File: src/rtl/zero_count_stream.sv
// Per-frame zero/one bit counter over a valid/ready word stream.
// Optional feature: define ZERO_COUNT_SAT_EN for saturating accumulators with out_ovf.
module zero_count_stream #(
    parameter int unsigned WIDTH = 8,
    parameter int unsigned CNT_W = 16
) (
    input  logic             clk,
    input  logic             reset_n,
    input  logic             mode,
    input  logic             in_valid,
    output logic             in_ready,
    input  logic [WIDTH-1:0] in_data,
    input  logic             in_last,
    output logic             out_valid,
    input  logic             out_ready,
    output logic [CNT_W-1:0] out_count,
    output logic [CNT_W-1:0] out_beats,
    output logic             out_ovf
);

    localparam int unsigned PC_W = $clog2(WIDTH + 1);

    typedef enum logic [1:0] {
        S_IDLE  = 2'd0,
        S_ACCUM = 2'd1,
        S_HOLD  = 2'd2
    } state_e;

    state_e           state_q, state_d;
    logic             mode_q, mode_d;
    logic [CNT_W-1:0] acc_q, acc_d;
    logic [CNT_W-1:0] beats_q, beats_d;
    logic             in_ready_q, in_ready_d;
    logic             out_valid_q, out_valid_d;

    logic             beat;
    logic             first_beat;
    logic             eff_mode;
    logic [PC_W-1:0]  word_cnt;
    logic [CNT_W-1:0] acc_next;
    logic [CNT_W-1:0] beats_next;

    function automatic logic [PC_W-1:0] popcount(input logic [WIDTH-1:0] w);
        logic [PC_W-1:0] n;
        n = '0;
        for (int i = 0; i < WIDTH; i++) begin
            n = n + PC_W'(w[i]);
        end
        return n;
    endfunction

    // Mode is taken live on the first beat and from the latch afterwards.
    always_comb begin
        beat       = in_valid && in_ready_q;
        first_beat = (state_q == S_IDLE);
        eff_mode   = first_beat ? mode : mode_q;
        word_cnt   = popcount(eff_mode ? in_data : ~in_data);
    end

`ifdef ZERO_COUNT_SAT_EN
    localparam int unsigned    SUM_W   = ((CNT_W > PC_W) ? CNT_W : PC_W) + 1;
    localparam logic [SUM_W-1:0] CNT_MAX = SUM_W'({CNT_W{1'b1}});

    logic             ovf_q, ovf_d;
    logic             ovf_next;
    logic [SUM_W-1:0] acc_wide;
    logic [SUM_W-1:0] beats_wide;
    logic             acc_sat;
    logic             beats_sat;

    // Sums are formed one bit wider than either operand so the clip test is exact.
    always_comb begin
        acc_wide   = (first_beat ? '0 : SUM_W'(acc_q)) + SUM_W'(word_cnt);
        beats_wide = (first_beat ? '0 : SUM_W'(beats_q)) + SUM_W'(1);
        acc_sat    = (acc_wide > CNT_MAX);
        beats_sat  = (beats_wide > CNT_MAX);
        acc_next   = acc_sat ? {CNT_W{1'b1}} : acc_wide[CNT_W-1:0];
        beats_next = beats_sat ? {CNT_W{1'b1}} : beats_wide[CNT_W-1:0];
        ovf_next   = (first_beat ? 1'b0 : ovf_q) | acc_sat | beats_sat;
    end

    always_ff @(posedge clk or negedge reset_n) begin
        if (!reset_n) begin
            ovf_q <= 1'b0;
        end else begin
            ovf_q <= ovf_d;
        end
    end

    always_comb begin
        ovf_d = ovf_q;
        if (beat && (state_q != S_HOLD)) begin
            ovf_d = ovf_next;
        end
    end

    assign out_ovf = ovf_q;
`else
    always_comb begin
        acc_next   = (first_beat ? '0 : acc_q) + CNT_W'(word_cnt);
        beats_next = (first_beat ? '0 : beats_q) + CNT_W'(1);
    end

    assign out_ovf = 1'b0;
`endif

    // Next-state and registered-output decode.
    always_comb begin
        state_d     = state_q;
        mode_d      = mode_q;
        acc_d       = acc_q;
        beats_d     = beats_q;
        in_ready_d  = in_ready_q;
        out_valid_d = out_valid_q;

        case (state_q)
            S_IDLE, S_ACCUM: begin
                if (beat) begin
                    mode_d  = eff_mode;
                    acc_d   = acc_next;
                    beats_d = beats_next;
                    state_d = in_last ? S_HOLD : S_ACCUM;
                end
            end
            S_HOLD: begin
                if (out_ready) begin
                    state_d = S_IDLE;
                end
            end
            default: begin
                state_d = S_IDLE;
            end
        endcase

        in_ready_d  = (state_d != S_HOLD);
        out_valid_d = (state_d == S_HOLD);
    end

    always_ff @(posedge clk or negedge reset_n) begin
        if (!reset_n) begin
            state_q     <= S_IDLE;
            mode_q      <= 1'b0;
            acc_q       <= '0;
            beats_q     <= '0;
            in_ready_q  <= 1'b1;
            out_valid_q <= 1'b0;
        end else begin
            state_q     <= state_d;
            mode_q      <= mode_d;
            acc_q       <= acc_d;
            beats_q     <= beats_d;
            in_ready_q  <= in_ready_d;
            out_valid_q <= out_valid_d;
        end
    end

    assign in_ready  = in_ready_q;
    assign out_valid = out_valid_q;
    assign out_count = acc_q;
    assign out_beats = beats_q;

endmodule

File: config.mk
export PLATFORM = sky130hd
export DESIGN_NAME = zero_count_stream
export DESIGN_NICKNAME = d
export VERILOG_FILES = /design/src/rtl/zero_count_stream.sv
export SDC_FILE = /design/constraint.sdc
export NUM_CORES = 1
export LEC_CHECK = 0
export ABC_CLOCK_PERIOD_IN_PS = 7760
export CAP_MARGIN = 20
export CORE_MARGIN = 1
export CORE_UTILIZATION = 61
export DETAILED_ROUTE_END_ITERATION = 12
export DONT_BUFFER_PORTS = 1
export GPL_TIMING_DRIVEN = 0
export HOLD_SLACK_MARGIN = 0.15
export PLACE_DENSITY_LB_ADDON = 0.2
export SLEW_MARGIN = 25
export SYNTH_ARGS = -nofsm -noshare
export SYNTH_HDL_FRONTEND = slang
export SYNTH_SLANG_ARGS = --single-unit
File: constraint.sdc
create_clock -name clk -period 7.76 [get_ports clk]
set_input_delay 0.776 -clock clk [delete_from_list [all_inputs] [get_ports clk]]
set_output_delay 0.776 -clock clk [all_outputs]
set_load 0.05 [all_outputs]
# Word level (Yosys, flattened, before mapping)
# Index checks and enable logic that the tools add are counted.
[totals] register_bits=37 wordCells=32
[classes] n_addsub=9 n_eq_ne=4 muxes=8 bitwise=1 n_reduce_logical=4
[op_table] operator="16-bit 2-to-1 mux" n=2
[op_table] operator="16-bit by 1-bit adder with 16-bit output (second input constant)" n=1
[op_table] operator="16-bit by 4-bit adder with 16-bit output" n=1
[op_table] operator="4-bit by 1-bit adder with 4-bit output" n=4
[op_table] operator="8-bit 2-to-1 mux" n=1
[op_table] operator="8-bit inverter" n=1
[op_table] operator="2-bit 2-to-1 mux" n=3
[op_table] operator="3-bit by 1-bit adder with 4-bit output" n=1
[op_table] operator="2-bit == test (second input constant)" n=2
[op_table] operator="2-bit one-hot mux with 2 select lines" n=1
[op_table] operator="2-bit by 1-bit adder with 3-bit output" n=1
[op_table] operator="1-bit by 1-bit adder with 2-bit output" n=1
[op_table] operator="2-bit by 1-bit == test with 1-bit output (second input constant)" n=1
[op_table] operator="2-bit zero test" n=1
[op_table] operator="2-bit inequality test (second input constant)" n=1
[op_table] operator="2-bit AND reduction" n=1
[op_table] operator="2-bit OR reduction" n=1
[op_table] operator="1-bit logical AND" n=1
[op_table] operator="1-bit 2-to-1 mux" n=1

# Longest topological paths before layout
# Gate-level depths: netlist of the first run.
[depth] ltp_word=11 mapped_depth=16

# Least setup slack after synthesis of the first run
# OpenSTA, ideal clock, no wires.
[synth_path] path_kind="register to register" start="register state_q[1]" end="register acc_q[10] (netlist: out_count[10])" setup_time_ns=0.124 arrival_ns=4.361 required_ns=7.636 slack_ns=3.275 path_stages_with_launch=17 n_path_buf=2 cell_sequence="dfrtp_1 -> buf_6 -> or2_1 -> buf_6 -> mux2i_4 -> xor2_1 -> ha_1 -> fa_1 -> inv_1 -> fa_1 -> fa_1 -> fa_1 -> nand2b_1 -> a21oi_1 -> and2_1 -> nand3_1 -> xor2_1"
[synth_via] elab_chain_cells=11 word_cells_on_any_way=15 cone_classes="8 x add/sub; 1 x eq/ne; 3 x mux; 3 x reduce/logical"
[synth_rtl] element="start: declaration" line="29" rtl="state_e state_q, state_d;"
[synth_rtl] element="start signal: assignment" line="148" rtl="state_q <= state_d;"
[synth_rtl] element="2-bit zero test" line="55, 116"
[synth_rtl] element="1-bit 2-to-1 mux" line="56" rtl="eff_mode = first_beat ? mode : mode_q;"
[synth_rtl] element="8-bit 2-to-1 mux" line="57" rtl="word_cnt = popcount(eff_mode ? in_data : ~in_data);"
[synth_rtl] element="1-bit by 1-bit adder with 2-bit output" line="47" rtl="n = n + PC_W'(w[i]);"
[synth_rtl] element="2-bit by 1-bit adder with 3-bit output" line="47"
[synth_rtl] element="3-bit by 1-bit adder with 4-bit output" line="47"
[synth_rtl] element="4-bit by 1-bit adder with 4-bit output (4 in series)" line="47"
[synth_rtl] element="16-bit by 4-bit adder with 16-bit output" line="100" rtl="acc_next = (first_beat ? '0 : acc_q) + CNT_W'(word_cnt);"
[synth_rtl] element="end signal: assignment" line="143" rtl="acc_q <= '0;"
[synth_rtl] element="end signal: assignment" line="150" rtl="acc_q <= acc_d;"
[synth_rtl] element="end: declaration" line="31" rtl="logic [CNT_W-1:0] acc_q, acc_d;"
# Parallel ways exist; a longest one is shown, timed or not.
# A chain may end at the register's enable or synchronous reset.

# Final worst setup path of the first run
[layout_path] start="register state_q[0]" end="register acc_q[10] (netlist: out_count[10])"
# Same word-level chain as after synthesis.

==> impl_metrics.py, run 1 <==
metrics = {
    "run_status": {
        "outcome": "finished, final reports clean",
    },
    "clock_tree": {
        "path_clk_slew_ps": 110,
        "cts_setup_buffers": 0,
        "ctsHtreeMaxLevel": 2,
        "cts_tree": "done",
        "ctsRootBufferMaster": "clkbuf_4",
        "post_cts_resized": 0,
        "clock_latency_ps": 350,
        "clk_path_buf_depth": 2,
        "clock-sinks": 37,
        "numCtsBuffers": 5,
    },
    "sta": {
        "report.final.hold_viol_count": 0,
        "setup-violations-final": 0,
        "fin_setup_tns_ps": 0,
        "setup_ws_ps": 2817,
        "fin_crit_sh_pct": 63.70,
        "clock_skew_ps": 7.873,
        "max-slew-margin-rel_pct": 56.97,
        "rsz0062_at_grt": "false",
        "min_period_ps": 4943,
        "maxSlewViolCount": 0,
        "max_freq_mhz": 202.3,
        "tightest_slew_ps": 643.0,
    },
    "final_layout": {
        "layout_common_cells": "nand2_1 (42), dfrtp_1 (36), xor2_1 (17)",
        "area_delta_synth_final_pct": 6.221,
        "final_common_cell": "nand2_1",
        "post-route-util_pct": 68.70,
        "num-nets-final": 255,
        "layout-drive-gt1-share_pct": 10.92,
        "diodes": 0,
    },
    "place": {
        "place_ws_ps": 2853,
        "hpwl_um": 3408,
        "portBuffers": 0,
        "place.gp.congestion": 0.8453,
    },
    "grt": {
        "grt_use_total_pct": 26.57,
        "grt_pass1_vias": 1585,
        "antenna_found_initial": 0,
        "overflow": 0,
        "grt_pass1_wl_um": 7238,
        "grt_max_degree": 37,
    },
    "floorplanning": {
        "die_area_mm2": 0.003837,
        "core_area_mm2": 0.003390,
        "placementRows": 21,
        "dieWidth_um": 61.95,
        "initial_core_util_pct": 64.67,
        "fp.dieH_um": 61.95,
        "ios": 49,
    },
    "synthesis": {
        "synth.avg_cell_area_um2": 9.919,
        "yosysUniqueCellTypes": 42,
        "async_flop_share_pct": 100.0,
        "synth_edf_count": 0,
        "synthCells": 221,
        "synthMuxAreaShare_pct": 2.454,
        "yosys.area_share.adder_pct": 8.219,
        "synth-simple-area-share_pct": 24.66,
        "synth_top_family_by_area": "simple AND/OR/NAND/NOR gates",
        "synth_seq_cells": 37,
        "ys.warnings.count": 0,
        "netlist_area_mm2": 0.002192,
        "synth_fp_nets": 247,
        "ys_seq_area_share_pct": 42.29,
        "synth_xor_xnor_area_share_pct": 10.39,
        "synth_compound_area_share_pct": 8.733,
        "synthFlopType": "dfrtp_1",
    },
    "setup_path": {
        "critPathLaunchType": "flip-flop",
        "critPathCaptureType": "flip-flop",
        "cp_max_fo": 9,
        "arrival_ps": 5200,
        "path_class": "flip-flop to flip-flop",
        "r2r_slack_ps": 2820,
        "required_ps": 8020,
    },
    "routing": {
        "avgRoutedWirePerCell_um": 16.66,
        "finalWirelength_um": 4581,
        "drt_first_pass_iters": 4,
        "vias": 1658,
        "drc": 0,
        "via_per_inst": 6.029,
        "drt_iter0_drc": 163,
        "antenna_left": 0,
    },
    "power": {
        "p_leak_nw": 1.004,
        "peakVddDrop_v": 0.0003047,
        "power_density_mw_per_mm2": 317.0,
    },
    "min_path": {
        "hp-class": "input port to asynchronous set/reset pin",
    },
    "flow_run": {
        "drv_cap": 0,
    },
}
==> path summary, 6_finish.rpt <==
check                      startpoint            end  depth (start not counted)
setup / recovery           state_q[0]  out_count[10]                         16
hold reg to reg                mode_q         mode_q                          1
min in group clk                 mode         mode_q                          1
hold / removal                reset_n   out_beats[3]                          1
max in group asynchronous     reset_n   out_count[2]                          1
setup reg to reg           state_q[0]  out_count[10]                         16
==> state kept, by name, summed over array words and instances, names as in the netlist <==
register	flops
in_ready	1
state_q	2
out_beats	16
out_valid	1
mode_q	1
out_count	16
==> synthesized netlist by cell type, types with 2 or more instances <==
master	count	area [µm²]
o21ai_0	13	65.06
ha_1	8	100.1
o211ai_1	3	22.52
buf_2	3	15.01
o31ai_1	3	22.52
xor2_1	17	148.9
inv_1	4	15.01
buf_6	2	22.52
fa_1	4	80.08
nand2_1	42	157.7
nand3_1	12	60.06
nor2_1	13	48.80
nand4_1	6	37.54
and3_1	4	25.02
mux2i_1	2	20.02
xnor2_1	9	78.83
and2_1	8	50.05
a21oi_1	5	25.02
nor3b_1	2	15.01
dfrtp_1	36	900.9
clkbuf_1	2	7.510
nand2b_1	3	18.77
==> critical path, stage by stage, from the launching register on <==
cell      delay (ps)
dfrtp_1          370
buf_2            170
or2_1            240
buf_6            140
mux2i_4          340
xor2_1           190
ha_1             270
fa_1             540
inv_1             60
fa_1             510
fa_1             490
fa_1             420
nand2b_1         160
a21oi_1          430
and2_1           230
nand3_1          100
xor2_1           190
==> kinds of logic after synthesis <==
group | count (synthesis)
compound gates | 30
xor+xnor | 26
fa+ha+maj | 12
buf+inv | 12
flops | 37
mux | 4
other cells | 1
simple gates | 99
==> layout make-up <==
type	instances	area, µm²
multi-input cells	172	1197
fillers	254	1061
flip-flops and latches	37	927.1
well taps	46	57.56
plain buffers	8	52.55
clock buffers	6	51.30
repair buffers	1	20.02
inverters	4	15.01
clock inverters	1	7.507
==> timing repair <==
item | CTS | global route
setup endpoints to repair | 0 | 0
hold buffers | 1 | 0
hold endpoints to repair | 36 | 0
==> power by group <==
group / internal, W / leakage, nW / switching, W
logic: 0.000138 / 0.476 / 0.000175
clock network: 0.0000424 / 0.0303 / 0.0000663
registers: 0.000218 / 0.498 / 0.0000987
==> metrics by stage <==
step | instance area (µm²) | total power [W] | hold slack (ps) | cells
detailed placement | 2250 | 0.0006298 | 481.3 | 267
CTS | 2328 | 0.0007428 | 236.3 | 275
finish | 2328 | 0.0007381 | 238.9 | 275
global placement | 2250 | 0.0006021 | 481.1 | 267
global route | 2328 | 0.0007976 | 233.6 | 275
floorplan | 2192 | 0.0005557 | 480.4 | 221
==> per-layer routing <==
layer	global-route usage [%]	share of wire, %	vias up	wire length (µm)
met1	31.96	40	832	1822
met4	8.571	1.1	0	50
li1	-	-	771	-
met5	0	0	-	0
met2	46.05	53	49	2425
met3	7.246	6.2	6	282
(Power assumes the default switching activity.)
==> run 2: changes to the inputs <==
- ABC_CLOCK_PERIOD_IN_PS: 7760 -> 5100
- clock period: 7.76 -> 5.1 ns (I/O delays scaled with it)
==> run 2 against run 1 <==
Against the previous run:
- sequential cell count unchanged
- design area up 0.59%
- utilization up 0.41 points
- clock-buffer cell count unchanged
- critical endpoint unchanged
- largest cell class unchanged
- largest power group unchanged
- highest routed layer unchanged
==> impl_metrics.py, run 2 (same netlist as run 1, synthesis figures left out) <==
metrics = {
    "run_status": {
        "outcome": "finished, final reports clean",
    },
    "final_layout": {
        "area_delta_synth_final_pct": 6.849,
        "nFillCells": 253,
        "num-nets-final": 256,
        "post-route-util_pct": 69.10,
        "diodes": 0,
        "final_common_cell": "nand2_1",
        "fin_area_mm2": 0.002342,
        "layout_common_cells": "nand2_1 (42), dfrtp_1 (36), xor2_1 (17)",
        "layout-drive-gt1-share_pct": 11.30,
    },
    "clock_tree": {
        "path_clk_slew_ps": 110,
        "clk_path_buf_depth": 2,
        "ctsHtreeMaxLevel": 2,
        "clock_latency_ps": 350,
        "clock-sinks": 37,
        "numCtsBuffers": 5,
        "cts_tree": "done",
        "ctsRootBufferMaster": "clkbuf_4",
    },
    "floorplanning": {
        "ios": 49,
        "initial_core_util_pct": 64.67,
        "dieWidth_um": 61.95,
        "fp.dieH_um": 61.95,
        "core_area_mm2": 0.003390,
        "die_area_mm2": 0.003837,
        "placementRows": 21,
    },
    "power": {
        "clkPwrFrac_pct": 14.5,
        "internal-power_w": 0.0006074,
        "p_leak_nw": 1.008,
        "power_switching_share_pct": 46.12,
        "p_sw_w": 0.0005200,
        "power_density_mw_per_mm2": 481.3,
        "peakVddDrop_v": 0.0004676,
        "p_comb_share_pct": 42.7,
        "seq_power_share_pct": 42.7,
    },
    "place": {
        "place.gp.congestion": 0.8453,
        "portBuffers": 0,
        "hpwl_um": 3408,
        "dpl_cell_area_mm2": 0.002250,
    },
    "setup_path": {
        "r2r-start": "state_q[0]",
        "arrival_ps": 5040,
        "critPathLaunchType": "flip-flop",
        "critPathCaptureType": "flip-flop",
        "r2r_slack_ps": 310,
        "rr_worst_depth": 16,
        "cp_max_fo": 9,
        "required_ps": 5350,
        "r2r-end": "out_count[10]",
        "path_class": "flip-flop to flip-flop",
    },
    "sta": {
        "fin_setup_tns_ps": 0,
        "rsz0062_at_grt": "false",
        "clock_skew_ps": 6.546,
        "tightest_slew_ps": 638.7,
        "report.final.hold_viol_count": 0,
        "setup-violations-final": 0,
        "max_freq_mhz": 208.8,
        "maxSlewViolCount": 0,
        "min_period_ps": 4788,
        "fin_crit_sh_pct": 93.89,
        "max-slew-margin-rel_pct": 57.26,
    },
    "min_path": {
        "hold_end": "mode_q",
        "hp-class": "input port to flip-flop",
        "hp-start": "mode",
        "holdPathStages": 1,
    },
    "grt": {
        "overflow": 0,
        "grt_pass1_wl_um": 7217,
        "grt_pass1_vias": 1587,
        "grt_max_degree": 38,
        "grt_use_total_pct": 26.48,
        "antenna_found_initial": 0,
    },
    "routing": {
        "finalWirelength_um": 4586,
        "antenna_left": 0,
        "drc": 0,
        "drt_iter0_drc": 144,
        "avgRoutedWirePerCell_um": 16.62,
        "vias": 1644,
        "via_per_inst": 5.957,
        "drt_first_pass_iters": 4,
    },
    "flow_run": {
        "drv_cap": 0,
    },
}
## run 2: worst max-delay path by stage
| stage | startpoint | end | slack [ps] | depth (start not counted) |
|---|---|---|---|---|
| 6_report | state_q[0] | out_count[10] | 310 | 16 |
| 2_1_floorplan | state_q[1] | out_count[10] | 610 | 16 |
| 4_1_cts | state_q[0] | out_count[10] | 170 | 16 |
| 5_1_grt | state_q[0] | out_count[10] | 80 | 16 |
| 3_5_place_dp | state_q[0] | out_count[10] | 190 | 16 |
| 3_3_place_gp | state_q[0] | out_count[10] | 330 | 16 |
## run 2: metrics by stage
| stage | worst slack [ps] | hold WS, ps | cells | power, W |
|---|---|---|---|---|
| detailed placement | 193.1 | 215.3 | 267 | 0.0009583 |
| finish | 311.8 | 302.3 | 276 | 0.001127 |
| global placement | 332.9 | 215.1 | 267 | 0.0009162 |
| CTS | 167.5 | 290.2 | 276 | 0.001131 |
| global route | 82.42 | 284.1 | 276 | 0.001219 |
| floorplan | 614.8 | 214.4 | 221 | 0.0008456 |
## run 2: what timing repair did
| action | in CTS | in global routing |
|---|---|---|
| hold buffers | 2 | 0 |
| setup buffers | 0 | 0 |
| setup endpoints to repair | 0 | 3 |
| gates resized for setup | 0 | 1 |
| endpoints found under the hold margin | 37 | 0 |
## run 2: per-layer routing
metal / vias to the layer above / GRT usage [%] / part of all wire (%)
met2: 51 / 46.20 / 55
met3: 4 / 7.246 / 6.3
met4: 0 / 8.571 / 0.83
met1: 814 / 31.56 / 38
li1: 775 / - / -
met5: - / 0 / 0
## run 2: power groups by stage
stage	logic, W	registers (W)	clock network (W)
4_1_cts	0.000482	0.000482	0.000167
5_1_grt	0.000553	0.000487	0.000179
6_report	0.000482	0.000482	0.000164
3_5_place_dp	0.000471	0.000487	0
3_3_place_gp	0.000430	0.000486	0
2_1_floorplan	0.000370	0.000476	0
## run 2: layout make-up
cell class | count | area, µm² | area share (%)
multi-input combinational | 172 | 1201 | 51.28
inverter | 4 | 15.01 | 0.6410
buffer | 8 | 52.55 | 2.244
sequential | 37 | 927.1 | 39.58
timing repair buffer | 2 | 30.03 | 1.282
tap | 46 | 57.56 | 2.457
clock inverter | 1 | 7.507 | 0.3205
clock buffer | 6 | 51.30 | 2.190
## run 2: worst max-delay path, stage by stage (launching register included)
cell and delay (ps):
dfrtp_1 370, buf_2 170, or2_1 240, buf_6 140, mux2i_4 330, xor2_1 190
ha_1 270, fa_1 540, inv_1 60, fa_1 510, fa_1 490, fa_1 420
nand2b_1 170, a21oi_2 290, and2_1 210, nand3_1 100, xor2_1 190
